### src/rtl/hack_screen_scanner_if.sv
// Port-B link between the screen scanner and the dual-port Hack screen buffer.
// Read-only port B. There is no handshake and no stall: an address driven in cycle N returns its word on scr_data in cycle N+1.
interface hack_screen_scanner_if;
  logic [12:0] scr_addr;
  logic        scr_load;
  logic [15:0] scr_in;
  logic [15:0] scr_data;

  modport master (
    output scr_addr,
    output scr_load,
    output scr_in,
    input  scr_data
  );

  modport slave (
    input  scr_addr,
    input  scr_load,
    input  scr_in,
    output scr_data
  );
endinterface

### src/rtl/hack_screen_scanner.sv
// Raster generator and pixel serializer for the 512x256 Hack screen buffer.
// Each output trails its raster counter position by exactly two clocks.
module hack_screen_scanner #(
  parameter int H_FP     = 16,
  parameter int H_SYNC   = 96,
  parameter int H_BP     = 48,
  parameter int V_FP     = 10,
  parameter int V_SYNC   = 2,
  parameter int V_BP     = 33,
  parameter bit SYNC_POL = 1'b0
) (
  input  logic                   clock,
  input  logic                   reset,
  hack_screen_scanner_if.master  scr,
  output logic                   pixel,
  output logic                   de,
  output logic                   hsync,
  output logic                   vsync,
  output logic                   frame_start
);

  localparam int H_ACTIVE = 512;
  localparam int V_ACTIVE = 256;
  localparam int H_TOTAL  = H_ACTIVE + H_FP + H_SYNC + H_BP;
  localparam int V_TOTAL  = V_ACTIVE + V_FP + V_SYNC + V_BP;
  localparam int HW       = $clog2(H_TOTAL);
  localparam int VW       = $clog2(V_TOTAL);

  localparam logic [HW-1:0] H_LAST       = HW'(H_TOTAL - 1);
  localparam logic [VW-1:0] V_LAST       = VW'(V_TOTAL - 1);
  localparam logic [HW-1:0] H_ACT_END    = HW'(H_ACTIVE);
  localparam logic [VW-1:0] V_ACT_END    = VW'(V_ACTIVE);
  localparam logic [HW-1:0] H_SYNC_START = HW'(H_ACTIVE + H_FP);
  localparam logic [HW-1:0] H_SYNC_END   = HW'(H_ACTIVE + H_FP + H_SYNC);
  localparam logic [VW-1:0] V_SYNC_START = VW'(V_ACTIVE + V_FP);
  localparam logic [VW-1:0] V_SYNC_END   = VW'(V_ACTIVE + V_FP + V_SYNC);

  logic [HW-1:0] hcount_q, hcount_d;
  logic [VW-1:0] vcount_q, vcount_d;
  logic [12:0]   addr_q, addr_d;
  logic          load_q, load_d;
  logic [15:0]   shreg_q, shreg_d;
  logic [1:0]    de_pipe_q, de_pipe_d;
  logic [1:0]    hs_pipe_q, hs_pipe_d;
  logic [1:0]    vs_pipe_q, vs_pipe_d;
  logic [1:0]    fs_pipe_q, fs_pipe_d;

  logic h_wrap;
  logic v_wrap;
  logic active;
  logic fetch;
  logic hsync_raw;
  logic vsync_raw;
  logic fs_raw;

  // Raster position decode; everything here describes the counter position,
  // not the output position.
  always_comb begin
    h_wrap    = (hcount_q == H_LAST);
    v_wrap    = (vcount_q == V_LAST);
    active    = (hcount_q < H_ACT_END) && (vcount_q < V_ACT_END);
    fetch     = active && (hcount_q[3:0] == 4'd0);
    hsync_raw = (hcount_q >= H_SYNC_START) && (hcount_q < H_SYNC_END);
    vsync_raw = (vcount_q >= V_SYNC_START) && (vcount_q < V_SYNC_END);
    fs_raw    = (hcount_q == '0) && (vcount_q == '0);
  end

  always_comb begin
    hcount_d = hcount_q;
    vcount_d = vcount_q;
    if (h_wrap) begin
      hcount_d = '0;
      vcount_d = v_wrap ? '0 : vcount_q + VW'(1);
    end else begin
      hcount_d = hcount_q + HW'(1);
    end
  end

  // The address is live in the fetch cycle and held in between, so the
  // buffer sees a stable address through blanking.
  always_comb begin
    addr_d = addr_q;
    if (fetch) begin
      addr_d = {vcount_q[7:0], hcount_q[8:4]};
    end
  end

  // scr_data is only meaningful the cycle after a fetch; that cycle reloads
  // the shifter, every other cycle shifts toward bit 0 (leftmost pixel first).
  always_comb begin
    load_d  = fetch;
    shreg_d = {1'b0, shreg_q[15:1]};
    if (load_q) begin
      shreg_d = scr.scr_data;
    end
  end

  always_comb begin
    de_pipe_d = {de_pipe_q[0], active};
    hs_pipe_d = {hs_pipe_q[0], hsync_raw};
    vs_pipe_d = {vs_pipe_q[0], vsync_raw};
    fs_pipe_d = {fs_pipe_q[0], fs_raw};
  end

  always_ff @(posedge clock) begin
    if (reset) begin
      hcount_q  <= '0;
      vcount_q  <= '0;
      addr_q    <= '0;
      load_q    <= 1'b0;
      shreg_q   <= '0;
      de_pipe_q <= '0;
      hs_pipe_q <= '0;
      vs_pipe_q <= '0;
      fs_pipe_q <= '0;
    end else begin
      hcount_q  <= hcount_d;
      vcount_q  <= vcount_d;
      addr_q    <= addr_d;
      load_q    <= load_d;
      shreg_q   <= shreg_d;
      de_pipe_q <= de_pipe_d;
      hs_pipe_q <= hs_pipe_d;
      vs_pipe_q <= vs_pipe_d;
      fs_pipe_q <= fs_pipe_d;
    end
  end

  // The sync pipes carry "sync asserted", so a cleared pipe reads as the inactive level.
  always_comb begin
    scr.scr_addr = addr_d;
    scr.scr_load = 1'b0;
    scr.scr_in   = 16'h0000;
    de           = de_pipe_q[1];
    pixel        = de_pipe_q[1] & shreg_q[0];
    hsync        = hs_pipe_q[1] ? SYNC_POL : ~SYNC_POL;
    vsync        = vs_pipe_q[1] ? SYNC_POL : ~SYNC_POL;
    frame_start  = fs_pipe_q[1];
  end

endmodule

### src/flat_wrapper.sv
// flat-port wrapper written by rule: the top's interface ports become plain ports
module hack_screen_scanner_flat 
#(
  parameter int H_FP     = 16,
  parameter int H_SYNC   = 96,
  parameter int H_BP     = 48,
  parameter int V_FP     = 10,
  parameter int V_SYNC   = 2,
  parameter int V_BP     = 33,
  parameter bit SYNC_POL = 1'b0
)
  (clock, reset, pixel, de, hsync, vsync, frame_start, scr_scr_addr, scr_scr_load, scr_scr_in, scr_scr_data);
  hack_screen_scanner_if scr_i ();
  input  logic clock;
  input  logic reset;
  output logic pixel;
  output logic de;
  output logic hsync;
  output logic vsync;
  output logic frame_start;
  output wire logic [$bits(scr_i.scr_addr)-1:0] scr_scr_addr;
  output wire logic [$bits(scr_i.scr_load)-1:0] scr_scr_load;
  output wire logic [$bits(scr_i.scr_in)-1:0] scr_scr_in;
  input wire logic [$bits(scr_i.scr_data)-1:0] scr_scr_data;
  assign scr_scr_addr = scr_i.scr_addr;
  assign scr_scr_load = scr_i.scr_load;
  assign scr_scr_in = scr_i.scr_in;
  assign scr_i.scr_data = scr_scr_data;
  hack_screen_scanner #(.H_FP(H_FP), .H_SYNC(H_SYNC), .H_BP(H_BP), .V_FP(V_FP), .V_SYNC(V_SYNC), .V_BP(V_BP), .SYNC_POL(SYNC_POL)) u_core (.clock(clock), .reset(reset), .scr(scr_i), .pixel(pixel), .de(de), .hsync(hsync), .vsync(vsync), .frame_start(frame_start));
endmodule
### config.mk
export PLATFORM = sky130hd
export DESIGN_NAME = hack_screen_scanner_flat
export DESIGN_NICKNAME = d
export VERILOG_FILES = /design/src/rtl/hack_screen_scanner_if.sv /design/src/rtl/hack_screen_scanner.sv /design/src/flat_wrapper.sv
export SDC_FILE = /design/constraint.sdc
export NUM_CORES = 1
export LEC_CHECK = 0
export CELL_PAD_IN_SITES_DETAIL_PLACEMENT = 0
export CELL_PAD_IN_SITES_GLOBAL_PLACEMENT = 1
export CORE_UTILIZATION = 41
export DETAILED_ROUTE_END_ITERATION = 10
export PLACE_DENSITY = 0.81
export SETUP_SLACK_MARGIN = 0.1
export SLEW_MARGIN = 20
export SYNTH_ARGS = -nofsm -noshare
export SYNTH_HDL_FRONTEND = slang
export SYNTH_SLANG_ARGS = --single-unit
### constraint.sdc
create_clock -name clock -period 2.8 [get_ports clock]
set_input_delay 0.56 -clock clock [delete_from_list [all_inputs] [get_ports clock]]
set_output_delay 0.56 -clock clock [all_outputs]
set_load 0.01 [all_outputs]
==> impl_metrics.ini <==
[power]
vdd_drop_max_mv = 0.243
p_per_area_nw_per_um2 = 553
leakage_nw = 1.19
total_power_w = 0.00162

[routing]
wire_per_inst_um = 11.7
ant_nets = 0
finalWirelength_mm = 4.26
viasPerCell = 4.83
via_count = 1752
drt_iter0_markers = 70
drt_first_pass_iters = 4
drc_errors = 0

[global_route]
grt_first_pass_wirelength_mm = 7.00
grt.overflow.total = 0
grt_antenna_before_repair = 0
grt_max_degree = 50
grt_pass1_vias = 1541
track_usage_pct = 14.4

[timing]
worst_slew_pin_slew_ps = 835
slew_headroom_pct = 44.2
final-max-slew-violation-count = 0
fin_crit_sh_pct = 89.4
max_freq_mhz = 400
setup_ws_ps = 297
setup_violations = 0
rsz0062_at_grt = false
hold_violations = 0
clock_skew_ps = 6.94
min_period_ps = 2500
finalSetupTns_ps = 0

[critical_path]
cp-end-kind = output port
crit_chain = inv_1 > ha_1 > nor3b_1 > nand2_1 > buf_6 > mux2_2 > dlygate4sd2_1
cp_num_buf_inv = 3
worst_setup_path_start_kind = register
max_stage_delay_ps = 360
crit_path_top_delay_cell = mux2_2
crit_required_ps = 2240
worstPathArrival_ps = 1940
cp_max_fo = 13
crit_family = buffers and inverters
path_class = reg2out

[finish]
drive_above_1_share_pct = 12.7
final_area_um2 = 2940
area_growth_pct = 20.9
layout_commonest_cell = dfxtp_1
layout_common_cells = dfxtp_1 (56), nor2_1 (27), clkdlybuf4s50_1 (22), nor2b_1 (17), conb_1 (17)
antennaDiodeCount = 0
final_util_pct = 52.3
fin_nets = 308

[place]
dpl_cell_area_um2 = 2780
dp_hpwl_mm = 2.88
gp_congestion = 0.780
dp_slack_ps = 387
port_buffers = 35

[clock_network]
clk_path_buf_depth = 2
cts_hold_buffers = 0
clock_latency_ps = 330
clock-sinks = 57
h-tree-depth = 3
clkTransAtPathRegs_ps = 70
cts_buffers = 9
root_buffer = clkbuf_8
cts_tree = built

[die]
std_cell_rows = 27
io_pins = 53
die_area_um2 = 6230
core_area_um2 = 5610
die-height_um = 78.9
die_x_um = 78.9
floorplan.initialDensity_pct = 43.3

[logic_synthesis]
muxShareOfSynthArea_pct = 12.2
synth_xor_xnor_area_share_pct = 5.05
yosysSeqAreaShare_pct = 47.0
syn-cell-area_um2 = 2430
synthArstFlopShare_pct = 0
synth_compound_area_share_pct = 1.75
netlist_instances = 252
synth-simple-area-share_pct = 23.1
synth-adder-area-share_pct = 2.06
yosys_warnings = 0
synth_top_family_by_area = simple AND/OR/NAND/NOR gates
synth-edff-count = 0
ys_ff_latch = 57
synth_ff_type = dfxtp_1
avgSynthCellArea_um2 = 9.63
synth_cell_type_count = 34

[job]
cap_violations = 0

[status]
status = finished clean

[min_path]
worstHoldPathType = reg2reg
## flip-flops by register name, summed over array words and instances (netlist names)
name / count
u_core.load_q: 1
u_core.shreg_q: 16
u_core.vcount_q: 9
u_core.fs_pipe_q: 2
u_core.hs_pipe_q: 2
u_core.hcount_q: 10
u_core.addr_q: 13
u_core.vs_pipe_q: 2
u_core.de_pipe_q: 2
## kinds of logic (layout without fill, tap and decap cells)
kind of cell / Yosys count / count (layout)
AO/OA/AOI/OAI: 6 / 6
XOR/XNOR: 14 / 14
adder cells (fa/ha/maj): 4 / 4
buffers and inverters: 38 / 61
flip-flops: 57 / 57
multiplexers: 28 / 28
other: 1 / 17
AND/OR/NAND/NOR: 104 / 104
## final cells by class
type,instances,area (um2)
multi-input cells,173,1140
inverters,8,30.0
well taps,72,90.1
clock buffers,9,124
fillers,557,2670
flip-flops and latches,57,1140
repair buffers,37,365
clock inverters,7,47.5
## per-layer routing
| layer | part of all wire [%] | GRT usage [%] |
|---|---|---|
| met1 | 48 | 19.1 |
| met2 | 43 | 21.8 |
| met3 | 7.0 | 3.56 |
| met4 | 1.6 | 7.09 |
| met5 | 0 | 0 |
## final timing paths
path	from	endpoint	slack, ps	cells past startpoint
max	u_core.hcount_q[0]$_SDFF_PP0_	scr_scr_addr[9]	300	7
min	u_core.vs_pipe_q[0]$_SDFF_PP0_	u_core.vs_pipe_q[1]$_SDFF_PP0_	440	1
max reg2reg	u_core.hcount_q[9]$_SDFF_PP0_	u_core.vcount_q[5]$_SDFFE_PP0N_	860	4
min reg2reg	u_core.vs_pipe_q[0]$_SDFF_PP0_	u_core.vs_pipe_q[1]$_SDFF_PP0_	440	1
## worst register-to-register path, cell delays in order (launching register included)
cell and delay (ps):
dfxtp_1 430, nor4b_1 460, nand3_1 280, or4_1 550
a21oi_1 150
## Yosys cell counts (2+ instances only)
master | count | area share (%)
a21oi_1 | 4 | 0.82
buf_1 | 2 | 0.31
buf_2 | 3 | 0.62
buf_4 | 17 | 5.3
clkbuf_1 | 8 | 1.2
dfxtp_1 | 57 | 47
ha_1 | 4 | 2.1
inv_1 | 8 | 1.2
mux2_2 | 13 | 6.0
mux2i_1 | 15 | 6.2
nand2_1 | 12 | 1.9
nand3_1 | 7 | 1.4
nand4_1 | 6 | 1.5
nor2_1 | 27 | 4.2
nor2_2 | 3 | 0.77
nor2b_1 | 17 | 4.4
nor3_1 | 11 | 2.3
nor3b_1 | 2 | 0.62
nor4_1 | 7 | 1.8
or3_1 | 3 | 0.77
xnor2_1 | 10 | 3.6
xor2_1 | 4 | 1.4
## power breakdown
group | switching [W] | internal, W | total (W)
clock | 0.000327 | 0.000318 | 0.000645
combinational | 0.0000558 | 0.0000683 | 0.000124
sequential | 0.0000185 | 0.000835 | 0.000854
total | 0.000401 | 0.00122 | 0.00162
## metrics by stage
step	hold slack, ps	std cells
global placement	419	347
CTS	441	363
global route	454	363
finish	439	363
floorplan	414	268
detailed placement	425	347
## timing repair
action | 4_1_cts | 5_1_grt
gates resized for setup | 15 | 0
endpoints found under the setup margin | 13 | 0
setup buffers | 0 | 0
No activity file was read; power rests on OpenSTA's default activity.
